===== config.mk =====
export PLATFORM = sky130hd
export DESIGN_NAME = sad_accumulator_flat
export DESIGN_NICKNAME = d
export VERILOG_FILES = /design/src/rtl/sad_accumulator_pkg.sv /design/src/rtl/sad_accumulator_if.sv /design/src/rtl/sad_accumulator_sub.sv /design/src/rtl/sad_accumulator.sv /design/src/flat_wrapper.sv
export SDC_FILE = /design/constraint.sdc
export NUM_CORES = 1
export LEC_CHECK = 0
export ABC_AREA = 1
export CORE_ASPECT_RATIO = 1.25
export CORE_MARGIN = 1
export CORE_UTILIZATION = 58
export CTS_CLUSTER_SIZE = 8
export DETAILED_ROUTE_END_ITERATION = 16
export PLACE_DENSITY_LB_ADDON = 0.05
export SYNTH_ARGS = -nofsm -noshare
export SYNTH_HDL_FRONTEND = slang
export SYNTH_SLANG_ARGS = --single-unit

===== constraint.sdc =====
create_clock -name clk -period 7 [get_ports clk]
set_input_delay 1.05 -clock clk [delete_from_list [all_inputs] [get_ports clk]]
set_output_delay 1.05 -clock clk [all_outputs]
set_load 0.05 [all_outputs]

===== src/rtl/sad_accumulator_pkg.sv =====
// +--------------------------------------------------------------------+
// | sad_accumulator_pkg: state encodings and default widths for SAD    |
// | Revision: 1.0                                                      |
// +--------------------------------------------------------------------+
`default_nettype none

package sad_accumulator_pkg;

  localparam int C_DATAWIDTH = 64;
  localparam int C_LENWIDTH  = 8;
  localparam int C_ACCWIDTH  = 72;

  typedef enum logic [1:0] {
    IDLE  = 2'd0,
    ACCUM = 2'd1,
    DONE  = 2'd2
  } state_t;

endpackage

`default_nettype wire


===== src/rtl/sad_accumulator_if.sv =====
// +--------------------------------------------------------------------+
// | sad_accumulator_if: operand stream and result handshake bundle     |
// | Revision: 1.0                                                      |
// +--------------------------------------------------------------------+
`default_nettype none

interface sad_accumulator_if
  import sad_accumulator_pkg::*;
#(
  parameter int DATAWIDTH = C_DATAWIDTH,
  parameter int LENWIDTH  = C_LENWIDTH,
  parameter int ACCWIDTH  = C_ACCWIDTH
) ();

  logic                 start;
  logic [LENWIDTH-1:0]  len;
  logic [DATAWIDTH-1:0] a;
  logic [DATAWIDTH-1:0] b;
  logic                 in_valid;
  logic                 in_ready;
  logic [ACCWIDTH-1:0]  sad;
  logic                 out_valid;
  logic                 out_ready;
  logic                 busy;

  modport master (
    output start, len, a, b, in_valid, out_ready,
    input  in_ready, sad, out_valid, busy
  );

  modport slave (
    input  start, len, a, b, in_valid, out_ready,
    output in_ready, sad, out_valid, busy
  );

endinterface

`default_nettype wire


===== src/rtl/sad_accumulator_sub.sv =====
// +--------------------------------------------------------------------+
// | sad_accumulator_sub: unsigned subtractor, o_diff = minuend - subtr |
// | Revision: 1.0                                                      |
// +--------------------------------------------------------------------+
`default_nettype none

module sad_accumulator_sub
  import sad_accumulator_pkg::*;
#(
  parameter int WIDTH = C_DATAWIDTH
) (
  input  wire logic [WIDTH-1:0] i_minuend,
  input  wire logic [WIDTH-1:0] i_subtrahend,
  output logic      [WIDTH-1:0] o_diff
);

  assign o_diff = i_minuend - i_subtrahend;

endmodule

`default_nettype wire


===== src/rtl/sad_accumulator.sv =====
// +--------------------------------------------------------------------+
// | sad_accumulator: sums |a-b| over len samples, then offers the total |
// | Revision: 1.0                                                      |
// +--------------------------------------------------------------------+
`default_nettype none

module sad_accumulator
  import sad_accumulator_pkg::*;
#(
  parameter int DATAWIDTH = C_DATAWIDTH,
  parameter int LENWIDTH  = C_LENWIDTH,
  parameter int ACCWIDTH  = C_ACCWIDTH
) (
  input wire logic          clk,
  input wire logic          rst,
  sad_accumulator_if.slave  bus
);

  state_t               r_state;
  state_t               w_next;
  logic [LENWIDTH-1:0]  r_remaining;
  logic [ACCWIDTH-1:0]  r_acc;
  logic                 w_in_ready;
  logic                 w_accept;
  logic                 w_a_ge_b;
  logic [DATAWIDTH-1:0] w_minuend;
  logic [DATAWIDTH-1:0] w_subtrahend;
  logic [DATAWIDTH-1:0] w_diff;

  // Swap operands so the single subtractor always yields a non-negative result.
  assign w_a_ge_b     = (bus.a >= bus.b);
  assign w_minuend    = w_a_ge_b ? bus.a : bus.b;
  assign w_subtrahend = w_a_ge_b ? bus.b : bus.a;

  sad_accumulator_sub #(
    .WIDTH (DATAWIDTH)
  ) u_sub (
    .i_minuend    (w_minuend),
    .i_subtrahend (w_subtrahend),
    .o_diff       (w_diff)
  );

  assign w_accept = bus.in_valid && w_in_ready;

  always_ff @(posedge clk) begin
    if (rst) begin
      r_state <= IDLE;
    end else begin
      r_state <= w_next;
    end
  end

  always_comb begin
    w_next        = r_state;
    w_in_ready    = 1'b0;
    bus.out_valid = 1'b0;
    bus.busy      = 1'b1;
    case (r_state)
      IDLE: begin
        bus.busy = 1'b0;
        if (bus.start) begin
          w_next = (bus.len == '0) ? DONE : ACCUM;
        end
      end
      ACCUM: begin
        w_in_ready = 1'b1;
        if (w_accept && (r_remaining == LENWIDTH'(1))) begin
          w_next = DONE;
        end
      end
      DONE: begin
        bus.out_valid = 1'b1;
        if (bus.out_ready) begin
          w_next = IDLE;
        end
      end
      default: begin
        w_next = IDLE;
      end
    endcase
  end

  always_ff @(posedge clk) begin
    if (rst) begin
      r_acc       <= '0;
      r_remaining <= '0;
    end else if ((r_state == IDLE) && bus.start) begin
      r_acc       <= '0;
      r_remaining <= bus.len;
    end else if (w_accept) begin
      r_acc       <= r_acc + ACCWIDTH'(w_diff);
      r_remaining <= r_remaining - LENWIDTH'(1);
    end
  end

  assign bus.in_ready = w_in_ready;
  assign bus.sad      = r_acc;

endmodule

`default_nettype wire


===== src/flat_wrapper.sv =====
// flat-port wrapper written by rule: the top's interface ports become plain ports
module sad_accumulator_flat import sad_accumulator_pkg::*;
#(
  parameter int DATAWIDTH = C_DATAWIDTH,
  parameter int LENWIDTH  = C_LENWIDTH,
  parameter int ACCWIDTH  = C_ACCWIDTH
)
  (clk, rst, bus_start, bus_len, bus_a, bus_b, bus_in_valid, bus_out_ready, bus_in_ready, bus_sad, bus_out_valid, bus_busy);
  sad_accumulator_if #(.DATAWIDTH(DATAWIDTH), .LENWIDTH(LENWIDTH), .ACCWIDTH(ACCWIDTH)) bus_i ();
  input wire logic clk;
  input wire logic rst;
  input wire logic [$bits(bus_i.start)-1:0] bus_start;
  input wire logic [$bits(bus_i.len)-1:0] bus_len;
  input wire logic [$bits(bus_i.a)-1:0] bus_a;
  input wire logic [$bits(bus_i.b)-1:0] bus_b;
  input wire logic [$bits(bus_i.in_valid)-1:0] bus_in_valid;
  input wire logic [$bits(bus_i.out_ready)-1:0] bus_out_ready;
  output wire logic [$bits(bus_i.in_ready)-1:0] bus_in_ready;
  output wire logic [$bits(bus_i.sad)-1:0] bus_sad;
  output wire logic [$bits(bus_i.out_valid)-1:0] bus_out_valid;
  output wire logic [$bits(bus_i.busy)-1:0] bus_busy;
  assign bus_i.start = bus_start;
  assign bus_i.len = bus_len;
  assign bus_i.a = bus_a;
  assign bus_i.b = bus_b;
  assign bus_i.in_valid = bus_in_valid;
  assign bus_i.out_ready = bus_out_ready;
  assign bus_in_ready = bus_i.in_ready;
  assign bus_sad = bus_i.sad;
  assign bus_out_valid = bus_i.out_valid;
  assign bus_busy = bus_i.busy;
  sad_accumulator #(.DATAWIDTH(DATAWIDTH), .LENWIDTH(LENWIDTH), .ACCWIDTH(ACCWIDTH)) u_core (.clk(clk), .rst(rst), .bus(bus_i));
endmodule

==> metrics.txt, run 1 <==
status finished clean; Multi-input gate area 11,500 µm²; Final Skew 0.00953 ns; Worst Hold Launch u_core.bus.sad[0]; filler cell count in the final layout 2,463; Synth cell types 50; io pins 216; worst-path fanout max 24; number of global-route vias before repair 18,100; synthesized instance count 2,940; CTS tree yes; drt first pass iters 7; Core Region 26,200 µm²; Crit. End Element flop; number of cell rows 66; FMAX 148 MHz; cell internal pwr 0.00186 W; FF+latch count, synth 82; Post-Syn Nets 3,216; switching share of power 55.1%; nets 3,476; final hold slack 0.483 ns; Hold Vio Cnt, Final 0; via/cell ratio 5.53; Worst setup SP type primary input; WL final 54.4 mm; die area 27,500 µm²; post-synthesis sequential area ratio 10.6%; Synth Cell Area 15,500 µm²; count of final setup violators 0; Reg clk slew, reported paths 0.06 ns; DRT iter0 DRCs 1,551; Initial Util 59.4%; crit-path max cell delay 0.69 ns; hold crit path type reg2reg; LEAKAGE 10.4 nW; Critical Path Source bus_b[11]; initial antenna violation count 0; share of layout cells above drive strength 1 5.30%; Crit path max-delay family simple AND/OR/NAND/NOR gates; EDFF count, synth 0; P per Cell Area 218 nW/µm²; largest net degree at the start of global routing 69; reg2reg start u_core.bus.sad[0]; post-route insts no fill 3,545; final period utilization 96.7%; Syn-to-layout area delta 22.1%; Most used DFF post-synth dfxtp_1; sequential power share 15.3%; Post-DRT Antenna Nets 0; Max Slew Vio Count 0; clk sinks 82; n_diodes 0; Skew-Pair Late Insertion Delay 0.36 ns; global route overflow 0; global-route wire length before repair 85.4 mm; setup total negative slack 0 ns; max cap viols 0; H-tree Lvls 3; Worst Max-Slew Pin Slew 0.854 ns; DRC 0; combinational power share 72.7%; Die W 148 µm; Total Routing Usage GR 38.9%; Buf/Inv on CP 6; syn avg cell area 5.29 µm²; Die Y-Extent 185 µm; gpl congestion 1.15; Root Driver clkbuf_16; Async S/R FF share, synth 0%; WP data arrival 7.01 ns; Relative slew margins 42.5%; Port Buffer Count 215; hpwl dp 45.5 mm; CP dominant cell by count nand2_1; Slowest-stage cell, CP o21ai_0; YS warnings 0; min Tclk post-route 6.77 ns; CTS max path bufs 2; Max rail drop VDD 0.136 mV; crit path kind in2reg; clock network fraction of total power 12.0%; final core utilization 72.5%; WL/cell 15.3 µm; CP required 7.25 ns; Vias 19,600; Num CTS Buffers 9; Sequential Area 1640 µm²; switching power 0.00228 W; dpl cells 3,528
[power by group through the flow]
stage          Combinational (W)  Clock, W  Sequential [W]
5_1_grt                  0.00328  0.000515        0.000639
6_report                 0.00301  0.000498        0.000633
3_5_place_dp             0.00288         0        0.000638
2_1_floorplan            0.00180         0        0.000815
3_3_place_gp             0.00282         0        0.000637
4_1_cts                  0.00290  0.000497        0.000629
[Yosys cell counts, types with 2 or more instances]
cell      count  area [µm²]
a21boi_0      3        22.5
a21o_1       11        82.6
a21oi_1     193         966
a21oi_2       9        78.8
a31o_2        2        17.5
a31oi_1      22         138
and3_1        3        18.8
buf_1         8        30.0
buf_2         3        15.0
buf_6         5        56.3
clkbuf_1     25        93.8
clkinv_1      2        7.51
dfxtp_1      82        1640
ha_1        134        1680
inv_1       609        2290
inv_2        10        37.5
nand2_1     897        3370
nand2_2       9        56.3
nand3_1     158         791
nand3_2       3        30.0
nand3b_1     30         225
nand4_1      14        87.6
nor2_1      331        1240
nor2_2        4        25.0
nor3_1       23         115
nor4_1       19         119
o211ai_1     42         315
o21a_1       18         135
o21ai_0     122         611
o21ai_1       4        20.0
o21bai_1     37         278
o221ai_1      9        78.8
o22ai_1       2        12.5
or2_2         6        37.5
xnor2_1      16         140
xor2_1       61         534
[kinds of logic after synthesis]
kind of cell	share of synthesized area, %
DFF	10.6
adders and majority gates	10.9
xor gates and xnor gates	4.34
AOI/OAI and AO/OA	18.2
and+or+nand+nor	39.6
buffers and inverters	16.3
[sequential cells by signal (all words and copies together) (netlist names)]
name                flops
u_core.r_remaining      8
u_core.r_state          2
u_core.bus.sad         72
[placed cells by master, fill, tap and decap left out, drive strengths merged, types with 18 or more instances in the layout]
master,Yosys,final
a21oi,203,203
a31oi,22,22
buf,17,76
clkdlybuf4s50,0,215
dfxtp,82,82
ha,134,134
inv,619,620
nand2,906,906
nand3,161,161
nand3b,30,30
nor2,336,336
nor3,23,23
nor4,20,20
o211ai,42,42
o21a,18,18
o21ai,127,127
o21bai,37,37
xor2,61,61
[stage by stage]
stage / cell area, µm² / setup slack, ns / power, W
after floorplan: 15500 / 1.51 / 0.00261
after global placement: 18500 / -0.0438 / 0.00346
after detailed placement: 18500 / -0.110 / 0.00352
after CTS: 18800 / 0.237 / 0.00403
after global routing: 19000 / -0.0210 / 0.00443
final: 19000 / 0.233 / 0.00414
[final cells by class]
| type | instances | area share, % |
|---|---|---|
| Tap cell | 340 | 2.24 |
| Clock buffer | 9 | 1.19 |
| Inverter | 621 | 12.3 |
| Clock inverter | 7 | 0.409 |
| Sequential cell | 82 | 8.65 |
| Multi-Input combinational cell | 2195 | 60.7 |
| Timing Repair Buffer | 291 | 14.5 |
[final timing paths]
check / endpoint / slack [ns] / cells after the start
setup reg to reg: u_core.bus.sad[50] / 3.62 / 15
setup / recovery: u_core.bus.sad[50] / 0.23 / 35
hold / removal: u_core.bus.sad[0] / 0.48 / 2
hold reg to reg: u_core.bus.sad[0] / 0.48 / 2
[layer usage]
metal | GRT usage, % | vias to the layer above | part of all wire (%)
met4 | 22.5 | 0 | 6.1
met2 | 69.2 | 905 | 47
met5 | 0 | - | 0
li1 | - | 9745 | -
met3 | 4.36 | 231 | 7.5
met1 | 44.8 | 8720 | 39
[timing repair]
item,4_1_cts,5_1_grt
hold buffers,0,0
setup buffers,0,1
endpoints found under the setup margin,0,26
gates resized for setup,0,43
hold endpoints to repair,0,0
[worst reg2reg max path, stage by stage, from the launching register on]
cell and delay [ns]:
dfxtp_1 0.35, ha_1 0.19, fa_1 0.19, nand2_1 0.08, nand3_1 0.07, o21ai_0 0.18
inv_1 0.18, a21oi_1 0.12, o21ai_0 0.69, a21oi_1 0.27, nor2_1 0.35, o21ai_0 0.18
nand4_1 0.11, nand2_1 0.05, o221ai_1 0.19, inv_1 0.06
No activity file was read; power rests on OpenSTA's default activity.
==> run 2, diff against run 1 <==
TNS_END_PERCENT = 50   (was unset)
==> results of run 2 <==
Final layout, timing and power as in run 1 (identical DEF).
==> run 3, diff against run 2 <==
REMOVE_ABC_BUFFERS = 1   (was unset)
==> metrics.txt, run 3 (synthesized netlist as in run 1, its figures left out) <==
CP required 7.25 ns (about the same); LEAKAGE 10.5 nW (was 10.4 nW); io pins 216 (unchanged); Reg clk slew, reported paths 0.07 ns (was 0.06 ns); met2 wire len 25.7 mm (was 25.8 mm); dpl cells 3,554 (was 3,528); Num CTS Buffers 9 (unchanged); status finished clean (unchanged); CTS max path bufs 2 (unchanged); P per Cell Area 216 nW/µm² (was 218 nW/µm²); hold crit path type reg2reg (unchanged); filler cell count in the final layout 2,404 (was 2,463); final period utilization 95.2% (was 96.7%); crit-path max cell delay 0.45 ns (was 0.69 ns); setup total negative slack 0 ns (unchanged); Hold Vio Cnt, Final 0 (unchanged); Core Region 26,200 µm² (unchanged); Total Routing Usage GR 40.2% (was 38.9%); number of cell rows 66 (unchanged); n_diodes 0 (unchanged); WL/cell 15.4 µm (was 15.3 µm); nets 3,501 (was 3,476); Slowest-stage cell, CP clkdlybuf4s50_1 (was o21ai_0); hpwl dp 46.3 mm (was 45.5 mm); clk sinks 82 (unchanged); gpl congestion 1.05 (was 1.15); Worst Max-Slew Pin Slew 0.762 ns (was 0.854 ns); Crit. End Element flop (unchanged); Syn-to-layout area delta 23.1% (was 22.1%); global-route wire length before repair 87.9 mm (was 85.4 mm); Max Slew Vio Count 0 (unchanged); Relative slew margins 49.0% (was 42.5%); DRT iter0 DRCs 1,525 (was 1,551); CP dominant cell by count nand2_1 (unchanged); Final Skew 0.00873 ns (was 0.00953 ns); max FFs per register 72 (unchanged); drt first pass iters 7 (unchanged); H-tree Lvls 3 (unchanged); count of final setup violators 0 (unchanged); Port Buffer Count 215 (unchanged); Root Driver clkbuf_16 (unchanged); wire length on met3 4.27 mm (was 4.07 mm); initial antenna violation count 1 (was 0); global route overflow 0 (unchanged); WL final 55.1 mm (was 54.4 mm); Max rail drop VDD 0.162 mV (was 0.136 mV); Initial Util 59.4% (unchanged); max layer used met5 (was met4); commonest non-fill, non-tap cells in the layout nand2_1 (895), inv_1 (608), nor2_1 (329) (was nand2_1 (897), inv_1 (608), nor2_1 (328)); via/cell ratio 5.53 (about the same); number of global-route vias before repair 18,700 (was 18,100); WP data arrival 6.91 ns (was 7.01 ns); DRC 0 (unchanged); Die W 148 µm (unchanged); crit path kind in2reg (unchanged); FMAX 150 MHz (was 148 MHz); Die Y-Extent 185 µm (unchanged); Skew-Pair Late Insertion Delay 0.36 ns (about the same); Worst setup SP type primary input (unchanged); most common library cell in the layout ignoring fill and taps nand2_1 (unchanged); post-route insts no fill 3,570 (was 3,545); DP Area 18,700 µm² (was 18,500 µm²); share of layout cells above drive strength 1 6.04% (was 5.30%); Vias 19,700 (was 19,600); die area 27,500 µm² (unchanged); fin area 19,100 µm² (was 19,000 µm²); min Tclk post-route 6.66 ns (was 6.77 ns); max cap viols 0 (unchanged); CTS tree yes (unchanged); largest net degree at the start of global routing 72 (was 69); Post-DRT Antenna Nets 0 (unchanged); worst-path fanout max 16 (was 24); Post-Route M1 WL 21.0 mm (was 21.2 mm)
[run 3: cell types whose count changed in the layout (fill, tap and decap cells not counted), sizes merged]
cell | before | now
inv | 620 | 621
clkinv | 6 | 4
bufinv | 1 | 0
clkinvlp | 1 | 3
buf | 76 | 101
[run 3: layout make-up]
class / count / area [µm²] / area share, %
multi-input combinational: 2195 / 11500 / 60.1
timing repair buffer: 316 / 2960 / 15.5
inverter: 621 / 2330 / 12.2
sequential: 82 / 1640 / 8.58
tap: 340 / 425 / 2.22
clock buffer: 9 / 225 / 1.18
clock inverter: 7 / 53.8 / 0.281
[run 3: final timing paths]
path / startpoint / to / slack, ns / depth (start not counted)
setup / recovery: bus_b[45] / u_core.bus.sad[34] / 0.34 / 37
hold / removal: u_core.bus.sad[71] / u_core.bus.sad[71] / 0.47 / 2
setup reg to reg: u_core.bus.sad[0] / u_core.bus.sad[50] / 3.69 / 15
hold reg to reg: u_core.bus.sad[71] / u_core.bus.sad[71] / 0.47 / 2
[run 3: timing repair]
action,4_1_cts,5_1_grt
setup buffers,0,0
endpoints found under the setup margin,0,25
hold buffers,0,0
gates resized for setup,0,33
[run 3: worst max-delay path, delay by kind of cell]
| family | cells | cell delay, ns |
|---|---|---|
| buf+inv | 10 | 1.31 |
| simple gates | 17 | 1.96 |
| fa+ha+maj | 2 | 0.76 |
| xor+xnor | 1 | 0.30 |
| compound gates | 7 | 1.50 |
[run 3: power breakdown]
group	internal (W)	leakage (nW)	total (W)	switching (W)
Clock	0.000243	0.128	0.000466	0.000223
Sequential	0.000545	0.666	0.000633	0.0000883
Combinational	0.00107	9.72	0.00304	0.00197
Total	0.00186	10.5	0.00414	0.00228
[run 3: stage by stage]
| stage | hold slack, ns | utilization, % | total power, W | worst slack (ns) |
|---|---|---|---|---|
| floorplan | 0.452 | - | 0.00259 | 0.220 |
| global route | 0.495 | 73.1 | 0.00444 | -0.0556 |
| detailed placement | 0.454 | 71.5 | 0.00358 | -0.0887 |
| finish | 0.467 | 73.1 | 0.00414 | 0.336 |
| global placement | 0.450 | 71.5 | 0.00353 | 0.0734 |
| CTS | 0.465 | 72.6 | 0.00406 | 0.255 |
[run 3: routing by layer]
layer	track usage [%]	up-vias
li1	-	9835
met1	44.8	8731
met2	70.4	932
met3	4.95	235
met4	28.7	2
met5	0	-
